<file path="src/rtl/vga_pkg.sv">
`default_nettype none
// =============================================================================
// Package     : vga_pkg
// Description : Shared VGA pipeline widths, colours and bus bundles.
// Revision    : 1.0 - initial release
// =============================================================================
package vga_pkg;

    localparam int c_timing_w = 11;
    localparam int c_rgb_w    = 12;
    localparam int c_char_w   = 8;

    localparam logic [c_rgb_w-1:0] c_text_colour = 12'h0_2_9;
    localparam logic [c_rgb_w-1:0] c_bg_colour   = 12'h0_0_0;

    typedef struct packed {
        logic [c_timing_w-1:0] hcount;
        logic [c_timing_w-1:0] vcount;
        logic                  hsync;
        logic                  hblnk;
        logic                  vsync;
        logic                  vblnk;
        logic [c_rgb_w-1:0]    rgb;
    } vga_bus_t;

    // Everything that must stay aligned with char_pixels through the ROM latency.
    typedef struct packed {
        vga_bus_t   bus;
        logic       in_box;
        logic [2:0] bit_idx;
    } text_pipe_t;

endpackage
`default_nettype wire

</file>
<file path="src/rtl/delay.sv">
`default_nettype none
// =============================================================================
// Module      : delay
// Description : Resettable CLK_DEL-stage register pipeline of WIDTH bits.
// Revision    : 1.0 - initial release
// =============================================================================
module delay #(
    parameter int WIDTH   = 8,
    parameter int CLK_DEL = 1
) (
    input  logic             clk,
    input  logic             rst,
    input  logic [WIDTH-1:0] din,
    output logic [WIDTH-1:0] dout
);

    logic [WIDTH-1:0] r_pipe [CLK_DEL];

    always_ff @(posedge clk) begin
        if (rst) begin
            for (int i = 0; i < CLK_DEL; i++) begin
                r_pipe[i] <= '0;
            end
        end else begin
            r_pipe[0] <= din;
            for (int i = 1; i < CLK_DEL; i++) begin
                r_pipe[i] <= r_pipe[i-1];
            end
        end
    end

    assign dout = r_pipe[CLK_DEL-1];

endmodule
`default_nettype wire

</file>
<file path="src/rtl/draw_text_box.sv">
`default_nettype none
// =============================================================================
// Module      : draw_text_box
// Description : Scaled, blinking, optionally opaque text-grid overlay for VGA.
// Revision    : 1.0 - initial release
// =============================================================================
module draw_text_box
    import vga_pkg::*;
#(
    parameter logic [c_rgb_w-1:0] TEXT_COLOUR  = c_text_colour,
    parameter logic [c_rgb_w-1:0] BG_COLOUR    = c_bg_colour,
    parameter int                 COLS         = 16,
    parameter int                 ROWS         = 16,
    parameter int                 CHAR_W       = c_char_w,
    parameter int                 CHAR_H       = 16,
    parameter int                 SCALE_LOG2   = 0,
    parameter int                 ROM_LAT      = 2,
    parameter int                 BLINK_FRAMES = 30
) (
    input  logic                                 clk,
    input  logic                                 rst,
    input  logic                                 text_en,
    input  logic                                 opaque,
    input  logic                                 blink_en,
    input  logic [c_timing_w-1:0]                pos_x,
    input  logic [c_timing_w-1:0]                pos_y,
    input  logic [c_timing_w-1:0]                hcount_in,
    input  logic [c_timing_w-1:0]                vcount_in,
    input  logic                                 hsync_in,
    input  logic                                 hblnk_in,
    input  logic                                 vsync_in,
    input  logic                                 vblnk_in,
    input  logic [c_rgb_w-1:0]                   rgb_in,
    input  logic [7:0]                           char_pixels,
    output logic [c_timing_w-1:0]                hcount_out,
    output logic [c_timing_w-1:0]                vcount_out,
    output logic                                 hsync_out,
    output logic                                 hblnk_out,
    output logic                                 vsync_out,
    output logic                                 vblnk_out,
    output logic [c_rgb_w-1:0]                   rgb_out,
    output logic [$clog2(COLS)+$clog2(ROWS)-1:0] char_xy,
    output logic [$clog2(CHAR_H)-1:0]            char_line
);

    localparam int          c_xw    = $clog2(COLS);
    localparam int          c_yw    = $clog2(ROWS);
    localparam int          c_lw    = $clog2(CHAR_H);
    localparam int          c_cnt_w = (BLINK_FRAMES > 1) ? $clog2(BLINK_FRAMES) : 1;
    localparam int unsigned c_box_w = (COLS * CHAR_W) << SCALE_LOG2;
    localparam int unsigned c_box_h = (ROWS * CHAR_H) << SCALE_LOG2;

    logic                  r_vsync_prev;
    logic                  r_text_en;
    logic                  r_opaque;
    logic                  r_blink_en;
    logic                  r_phase;
    logic [c_timing_w-1:0] r_px;
    logic [c_timing_w-1:0] r_py;
    logic [c_cnt_w-1:0]    r_frame_cnt;
    logic                  w_vs_rise;

    assign w_vs_rise = vsync_in & ~r_vsync_prev;

    // Per-frame settings and blink phase only move on a vsync rising edge.
    always_ff @(posedge clk) begin
        if (rst) begin
            r_vsync_prev <= 1'b0;
            r_text_en    <= 1'b0;
            r_opaque     <= 1'b0;
            r_blink_en   <= 1'b0;
            r_px         <= '0;
            r_py         <= '0;
            r_frame_cnt  <= '0;
            r_phase      <= 1'b1;
        end else begin
            r_vsync_prev <= vsync_in;
            if (w_vs_rise) begin
                r_text_en  <= text_en;
                r_opaque   <= opaque;
                r_blink_en <= blink_en;
                r_px       <= pos_x;
                r_py       <= pos_y;
                if (r_frame_cnt == c_cnt_w'(BLINK_FRAMES - 1)) begin
                    r_frame_cnt <= '0;
                    r_phase     <= ~r_phase;
                end else begin
                    r_frame_cnt <= r_frame_cnt + c_cnt_w'(1);
                end
            end
        end
    end

    logic [c_timing_w-1:0] w_dx;
    logic [c_timing_w-1:0] w_dy;
    logic                  w_in_box;
    logic [2:0]            w_bit_idx;

    assign w_dx = hcount_in - r_px;
    assign w_dy = vcount_in - r_py;

    // The >= guards stop a box that runs past 2047 from wrapping onto the left/top edge.
    assign w_in_box  = (hcount_in >= r_px) && (32'(w_dx) < c_box_w) &&
                       (vcount_in >= r_py) && (32'(w_dy) < c_box_h);
    assign w_bit_idx = ~w_dx[SCALE_LOG2 +: 3];

    always_ff @(posedge clk) begin
        if (rst) begin
            char_xy   <= '0;
            char_line <= '0;
        end else begin
            char_xy   <= {w_dx[SCALE_LOG2+3 +: c_xw], w_dy[SCALE_LOG2+c_lw +: c_yw]};
            char_line <= w_dy[SCALE_LOG2 +: c_lw];
        end
    end

    text_pipe_t w_pipe_in;
    text_pipe_t w_pipe_out;

    assign w_pipe_in = {hcount_in, vcount_in, hsync_in, hblnk_in, vsync_in, vblnk_in,
                        rgb_in, w_in_box, w_bit_idx};

    delay #(
        .WIDTH   ($bits(text_pipe_t)),
        .CLK_DEL (ROM_LAT)
    ) u_delay (
        .clk  (clk),
        .rst  (rst),
        .din  (w_pipe_in),
        .dout (w_pipe_out)
    );

    logic               w_draw;
    logic               w_set;
    logic [c_rgb_w-1:0] w_rgb;

    always_comb begin
        w_draw = w_pipe_out.in_box & r_text_en & ~w_pipe_out.bus.hblnk & ~w_pipe_out.bus.vblnk;
        w_set  = char_pixels[w_pipe_out.bit_idx] & ~(r_blink_en & ~r_phase);
        w_rgb  = w_pipe_out.bus.rgb;
        if (w_draw) begin
            if (w_set) begin
                w_rgb = TEXT_COLOUR;
            end else if (r_opaque) begin
                w_rgb = BG_COLOUR;
            end
        end
    end

    always_ff @(posedge clk) begin
        if (rst) begin
            hcount_out <= '0;
            vcount_out <= '0;
            hsync_out  <= 1'b0;
            hblnk_out  <= 1'b0;
            vsync_out  <= 1'b0;
            vblnk_out  <= 1'b0;
            rgb_out    <= '0;
        end else begin
            hcount_out <= w_pipe_out.bus.hcount;
            vcount_out <= w_pipe_out.bus.vcount;
            hsync_out  <= w_pipe_out.bus.hsync;
            hblnk_out  <= w_pipe_out.bus.hblnk;
            vsync_out  <= w_pipe_out.bus.vsync;
            vblnk_out  <= w_pipe_out.bus.vblnk;
            rgb_out    <= w_rgb;
        end
    end

endmodule
`default_nettype wire

</file>
<file path="config.mk">
export PLATFORM = sky130hd
export DESIGN_NAME = draw_text_box
export DESIGN_NICKNAME = d
export VERILOG_FILES = /design/src/rtl/vga_pkg.sv /design/src/rtl/delay.sv /design/src/rtl/draw_text_box.sv
export SDC_FILE = /design/constraint.sdc
export NUM_CORES = 1
export LEC_CHECK = 0
export ABC_AREA = 1
export CAP_MARGIN = 20
export CORE_ASPECT_RATIO = 1.75
export CORE_MARGIN = 3
export CORE_UTILIZATION = 51
export DETAILED_ROUTE_END_ITERATION = 16
export PLACE_DENSITY = 0.76
export SKIP_CTS_REPAIR_TIMING = 1
export SLEW_MARGIN = 10
export SYNTH_ARGS = -nofsm -noshare
export SYNTH_HDL_FRONTEND = slang
export SYNTH_SLANG_ARGS = --single-unit
</file>
<file path="constraint.sdc">
create_clock -name clk -period 2.37 [get_ports clk]
set_clock_uncertainty 0.05 [all_clocks]
set_input_delay 0.3555 -clock clk [delete_from_list [all_inputs] [get_ports clk]]
set_output_delay 0.3555 -clock clk [all_outputs]
set_load 0.01 [all_outputs]
</file>
==> results of run 1 <==
-- sequential cells by signal, summed over array words and instances, names as in the netlist, 4 cells and up --
signal / flops
u_delay.r_pipe: 84
rgb_out: 12
hcount_out: 11
r_px: 11
r_py: 11
vcount_out: 11
char_xy: 8
r_frame_cnt: 5
char_line: 4
-- Yosys cell counts, types with 2 or more instances --
cell type | count | area (um^2)
fa_1 | 2 | 40.0
nand2_2 | 3 | 18.8
nor2_1 | 161 | 604
clkbuf_1 | 14 | 52.6
o21a_1 | 2 | 15.0
inv_1 | 181 | 679
nand2_1 | 107 | 402
ha_1 | 24 | 300
o21bai_1 | 3 | 22.5
nand3_1 | 17 | 85.1
nor2_4 | 2 | 22.5
nand4_1 | 9 | 56.3
o21ai_0 | 36 | 180
a21oi_1 | 50 | 250
nor3_1 | 3 | 15.0
buf_2 | 8 | 40.0
dfxtp_1 | 165 | 3300
-- layer usage --
metal,track usage,up-vias
met5,0,-
met4,0.0802,0
met3,0.0493,26
met2,0.351,134
met1,0.208,2200
li1,-,2662
-- worst reg2reg max path, cell delays in order (launching register included) --
cell	delay, ns
dfxtp_1	0.32
ha_1	0.21
fa_1	0.37
inv_1	0.08
nand2_1	0.07
nand2_1	0.10
nand3_2	0.08
nand2_1	0.07
nand2_1	0.04
nand2_1	0.05
inv_1	0.04
nor2_1	0.09
nand4_1	0.08
nor2_1	0.09
-- kinds of logic (layout without fill, tap and decap cells) --
kind of cell | after synthesis | after routing
compound gates | 96 | 96
buf+inv | 204 | 347
simple gates | 309 | 309
xor+xnor | 2 | 2
flops | 165 | 165
fa+ha+maj | 26 | 26
-- power groups by stage --
stage               Combinational (mW)  Clock (mW)  Sequential, mW
finish                           0.855        2.74            2.97
detailed placement               0.852           0            3.03
global route                     0.968        2.90            2.98
global placement                 0.841           0            3.03
CTS                              0.861        2.78            2.97
floorplan                        0.480           0            3.04
-- worst min path at each step --
stage               cells past startpoint             startpoint                     to  slack, ns
global route                            2   u_delay.r_pipe[0][9]  u_delay.r_pipe[0][51]       0.36
detailed placement                      2  u_delay.r_pipe[0][32]  u_delay.r_pipe[0][74]       0.34
CTS                                     2  u_delay.r_pipe[0][67]          vcount_out[5]       0.35
global placement                        2  u_delay.r_pipe[0][10]  u_delay.r_pipe[0][52]       0.34
finish                                  2  u_delay.r_pipe[0][67]          vcount_out[5]       0.35
floorplan                               2  u_delay.r_pipe[0][73]          hcount_out[0]       0.34
-- final cells by class --
type	count	share of cell area
multi-input cells	433	0.260
flip-flops and latches	165	0.402
clock inverters	15	0.0230
repair buffers	133	0.160
inverters	182	0.0832
clock buffers	17	0.0518
well taps	135	0.0206
==> reports/qor.log, run 1 <==
INFO  sta            timing.fmax=517MHz
INFO  sta            fin_tns_setup=0ns
INFO  route          met3RoutedLength=593um
INFO  global_routing grt_max_degree=118
INFO  worst_setup_path r2r-start=r_py[0]
INFO  global_routing antenna_violations_before_repair=0
INFO  floorplan      rows=52
INFO  power          power_per_cell_area=798nW/um^2
INFO  synth          synth.avg_cell_area=7.74um^2
INFO  cells_and_area regArea=3300um^2
INFO  route          antenna_violating_nets_post_route=0
INFO  power          ir_drop=0.535mV
INFO  sta            grt_setup_unrepaired=false
INFO  worst_setup_path rrSetupSlack=0.57ns
INFO  cts            cts_tree=yes
INFO  global_routing grt_util_all_layers=0.195
INFO  synth          asyncSetResetFlopFracSynth=0
INFO  route          detailroute.wirelength.met2=6800um
INFO  worst_setup_path cp_num_buf_inv=4
INFO  synth          yosysWarnings=0
INFO  cells_and_area final_cell_area=8220um^2
INFO  cells_and_area num-nets-final=1031
INFO  route          post_drt_wl_per_cell=11.8um
INFO  job            timing.max_cap.violations=0
INFO  power          p_leak=3.84nW
INFO  route          routed-via-count=5022
INFO  cells_and_area fin_util=0.701
INFO  global_routing grt_first_pass_wirelength=20700um
INFO  power          switching_power=1.80mW
INFO  cells_and_area most-common-layout-cells=inv_1, dfxtp_1, nor2_1
INFO  power          p_seq_frac=0.452
INFO  placement      placement.cell_area=7600um^2
INFO  worst_setup_path crit_path_cell_trace=clkdlybuf4s50_1, inv_1, ha_1, fa_1, inv_1, nand2_1, nand2_1, nand3_2, nand2_1, nand2_1, nand2_1, inv_1, nor2_1, nand4_1, nor2_1
INFO  cts            numCtsBuffers=17
INFO  synth          combinational_family_with_the_most_area_after_synthesis=simple AND/OR/NAND/NOR gates
INFO  worst_setup_path critPathLaunch=vcount_in[0]
INFO  cts            worst_path_clk_slew=0.07ns
INFO  outcome        run_status=completed
INFO  synth          synthesized_area_fraction_occupied_by_and_or_nand_nor_cells=0.204
INFO  floorplan      dieArea=13600um^2
INFO  worst_setup_path crit_fanout=2
INFO  floorplan      area_of_the_core=11700um^2
INFO  power          power_report.internal_total=4.75mW
INFO  worst_setup_path worst-endpoint-arrival=2.25ns
INFO  synth          ys_seq_elements=165
INFO  global_routing global_route.overflow_total=0
INFO  worst_setup_path crit_path_end=u_delay.r_pipe[0][3]
INFO  floorplan      fp.dieH=152um
INFO  route          drt_first_iter_violations=176
INFO  route          detail_route.drc_violations=0
INFO  route          wirelength_met1=5070um
INFO  floorplan      horizontal_die_dimension=89.4um
INFO  floorplan      boundaryPins=123
INFO  synth          gate_count_of_the_mapped_netlist=802
INFO  sta            timing.hold.ws=0.346ns
INFO  synth          top_ff_cell_synth=dfxtp_1
INFO  route          dr.max_layer_used=met4
INFO  floorplan      initial_utilization=0.530
INFO  power          net_sw_frac=0.275
INFO  sta            fin_crit=1.93ns
INFO  sta            timing.final.setup_violations=0
INFO  synth          complex_gate_fraction_of_the_synthesized_area=0.0820
INFO  worst_setup_path timing.critical_path.to_type=flip-flop
INFO  worst_hold_path worstHoldPathType=reg2reg
INFO  placement      placed_cells_incl_taps=1048
INFO  synth          synth.yosys.seq_area_share=0.532
INFO  route          totalWireLength=12800um
INFO  cts            clockRootBuffer=clkbuf_16
INFO  sta            max_slew_vio_count=0
INFO  cells_and_area layout.cells.non_filler=1080
INFO  worst_setup_path crit_family=simple AND/OR/NAND/NOR gates
INFO  sta            final_hold_viol_count=0
INFO  cts            ctsHtreeMaxLevel=4
INFO  global_routing grt_pass1_vias=4706
INFO  power          clock_power_share=0.417
INFO  cells_and_area multiInputGateArea=2130um^2
INFO  synth          net_count_after_synthesis=901
INFO  cells_and_area syn_to_final_growth=32.3%
INFO  synth          synth-edff-count=0
INFO  cells_and_area n_antenna_cell=0
INFO  worst_setup_path number_of_cells_on_the_critical_path=15
INFO  cts            cts_num_sinks=165
INFO  cells_and_area layout.cells.most_common=inv_1
INFO  worst_setup_path worst_reg_to_reg_cells=13
INFO  worst_setup_path cp_common_cell=nand2_1
INFO  synth          synth_xor_area_frac=0.00282
INFO  cts            clock_insertion_delay_worst_skew=0.43ns
INFO  sta            worst_slew_pin_slew=0.513ns
INFO  cells_and_area fraction_of_layout_instances_using_a_drive_strength_above_1=0.0593
INFO  placement      gp_congestion=0.902
INFO  synth          post_synth_num_cell_types=32
INFO  placement      pre_cts_ws=0.00159ns
INFO  synth          mappedNetlistArea=6210um^2
INFO  sta            setup_ws=0.436ns
INFO  worst_setup_path cpMaxStageDelayCell=clkdlybuf4s50_1
INFO  power          p_comb_frac=0.130
INFO  synth          synth_mux_area_frac=0
INFO  worst_setup_path cp.required=2.68ns
INFO  sta            post-route-period-util=0.816
INFO  placement      number_of_buffers_added_on_ports=122
INFO  sta            headroom_to_the_max_slew_limit=0.658
INFO  worst_setup_path timing.rr.end=u_delay.r_pipe[0][3]
INFO  worst_setup_path timing.critical_path.from_type=input port
INFO  route          drt_first_pass_iters=4
INFO  synth          synthAdderAreaFrac=0.0548
INFO  cts            ctsLongestPathBuffers=2
INFO  route          detail_route.vias_per_cell=4.65
INFO  worst_setup_path timing.critical_path.slowest_cell_delay=0.45ns
INFO  cells_and_area n_fill_cell=956
INFO  placement      dp.final_hpwl=9290um
INFO  power          finalPower=6.56mW
INFO  worst_setup_path worst-setup-path-type=in2reg
Power figures use the tool's default switching activity.
==> run 2, diff against run 1 <==
Clock period 2.37 ns to 1.8 ns, I/O delays scaled along.
==> run 2 against run 1 <==
Count of clock-buffer cells in the layout unchanged. Combinational power grew 46%. Critical path depth down 3. Hold slack got worse by 0.25 ns. Flip-flop and latch count unchanged. Total power grew 36%. Non-clock buffer count is 30 higher. Largest power group unchanged. Highest routed layer unchanged.
==> reports/qor.log, run 2 (synthesis gave the netlist of run 1 again) <==
INFO  placement      pre_cts_ws=-0.474ns
INFO  worst_setup_path crit_fanout=2
INFO  global_routing grt_pass1_vias=4915
INFO  route          detail_route.drc_violations=0
INFO  cells_and_area final_cell_area=8540um^2
INFO  job            timing.max_cap.violations=0
INFO  cells_and_area most-common-layout-cells=inv_1, dfxtp_1, nor2_1
INFO  route          antenna_violating_nets_post_route=0
INFO  floorplan      dieArea=13600um^2
INFO  floorplan      rows=52
INFO  worst_setup_path timing.critical_path.to_type=flip-flop
INFO  route          drt_first_pass_iters=4
INFO  route          detail_route.vias_per_cell=4.61
INFO  cts            cts_num_sinks=165
INFO  cells_and_area fraction_of_layout_instances_using_a_drive_strength_above_1=0.105
INFO  cells_and_area fin_util=0.729
INFO  sta            timing.hold.ws=0.0994ns
INFO  global_routing grt_max_degree=118
INFO  placement      number_of_buffers_added_on_ports=122
INFO  cts            clock_insertion_delay_worst_skew=0.42ns
INFO  placement      gp_congestion=0.941
INFO  sta            fin_crit=1.76ns
INFO  power          finalPower=8.89mW
INFO  cells_and_area reg.largest.list=u_delay.r_pipe: 84 flops, rgb_out: 12 flops
INFO  sta            timing.fmax=567MHz
INFO  sta            setup_ws=0.0360ns
INFO  placement      placement.cell_area=7850um^2
INFO  floorplan      initial_utilization=0.530
INFO  global_routing global_route.overflow_total=0
INFO  placement      placed_cells_incl_taps=1078
INFO  power          power_per_cell_area=1040nW/um^2
INFO  cells_and_area max_flop_register=u_delay.r_pipe
INFO  sta            post-route-period-util=0.980
INFO  cells_and_area layout.cells.non_filler=1110
INFO  worst_hold_path worstHoldPathType=in2reg
INFO  worst_setup_path worst-endpoint-arrival=2.08ns
INFO  cts            worst_path_clk_slew=0.07ns
INFO  cells_and_area layout.cells.most_common=inv_1
INFO  route          totalWireLength=13000um
INFO  cts            cts_tree=yes
INFO  cells_and_area num-nets-final=1061
INFO  cts            numCtsBuffers=17
INFO  floorplan      boundaryPins=123
INFO  worst_setup_path timing.critical_path.slowest_cell_delay=0.38ns
INFO  sta            worst_slew_pin_slew=0.648ns
INFO  worst_setup_path crit_path_cell_trace=ha_4, inv_2, fa_2, nand2_2, nand2_2, nand3_2, nand2_1, nand2_1, nand3_2, nor2_2, nand4_1, nor2_1
INFO  global_routing antenna_violations_before_repair=0
INFO  sta            grt_setup_unrepaired=true
INFO  sta            headroom_to_the_max_slew_limit=0.568
INFO  sta            timing.final.setup_violations=0
INFO  worst_setup_path cpMaxStageDelayCell=fa_2
INFO  cts            ctsHtreeMaxLevel=4
INFO  worst_setup_path worst-setup-path-type=reg2reg
INFO  cells_and_area max_ffs_per_register=84
INFO  floorplan      fp.dieH=152um
INFO  cells_and_area n_antenna_cell=0
INFO  power          p_leak=4.01nW
INFO  global_routing grt_util_all_layers=0.198
INFO  cells_and_area syn_to_final_growth=37.5%
INFO  outcome        run_status=completed
INFO  sta            max_slew_vio_count=0
INFO  cts            ctsLongestPathBuffers=2
INFO  route          routed-via-count=5116
INFO  sta            fin_tns_setup=0ns
INFO  sta            final_hold_viol_count=0
INFO  floorplan      horizontal_die_dimension=89.4um
INFO  placement      dp.final_hpwl=9570um
INFO  route          drt_first_iter_violations=147
INFO  worst_setup_path cp.required=2.11ns
INFO  worst_setup_path timing.critical_path.from_type=flip-flop
INFO  global_routing grt_first_pass_wirelength=21200um
INFO  cts            clockRootBuffer=clkbuf_16
INFO  floorplan      area_of_the_core=11700um^2
INFO  power          ir_drop=0.752mV
INFO  route          post_drt_wl_per_cell=11.7um
==> run 2: cell types whose count changed in the layout (fill, tap and decap cells not counted), moves of 3 or more <==
| cell | before | now |
|---|---|---|
| buf_4 | 11 | 39 |
| nand2_1 | 107 | 103 |
| inv_6 | 5 | 2 |
| inv_1 | 181 | 178 |
| nand2_2 | 3 | 7 |
| inv_2 | 1 | 4 |
==> run 2: cell type report <==
cell class                 count  area (um^2)
clock inverter                15          213
clock buffer                  17          425
multi-input combinational    433         2180
tap                          135          169
inverter                     182          683
timing repair buffer         163         1570
sequential                   165         3300
fill                         870         3170
==> run 2: layer usage <==
layer / track usage / routed length, um
met2: 0.356 / 6910
met5: 0 / 0
met4: 0.0887 / 433
met3: 0.0488 / 557
met1: 0.209 / 5050
==> run 2: worst max-delay path, delay by kind of cell, from the launching register on <==
| family | cells | cell delay, ns |
|---|---|---|
| adders and majority gates | 2 | 0.51 |
| DFF | 1 | 0.36 |
| buffers and inverters | 1 | 0.04 |
| and+or+nand+nor | 9 | 0.75 |
==> run 2: power by group <==
| group | total, mW | switching [mW] | internal [mW] |
|---|---|---|---|
| clock | 3.73 | 1.78 | 1.95 |
| combinational | 1.25 | 0.647 | 0.604 |
| sequential | 3.90 | 0.0592 | 3.84 |
==> run 2: path summary, 6_finish.rpt <==
check / startpoint / to / slack [ns] / cells after the start
setup reg to reg: r_px[0] / u_delay.r_pipe[0][3] / 0.04 / 12
hold reg to reg: u_delay.r_pipe[0][30] / u_delay.r_pipe[0][72] / 0.35 / 2
setup / recovery: r_px[0] / u_delay.r_pipe[0][3] / 0.04 / 12
hold / removal: hcount_in[0] / u_delay.r_pipe[0][31] / 0.1 / 3
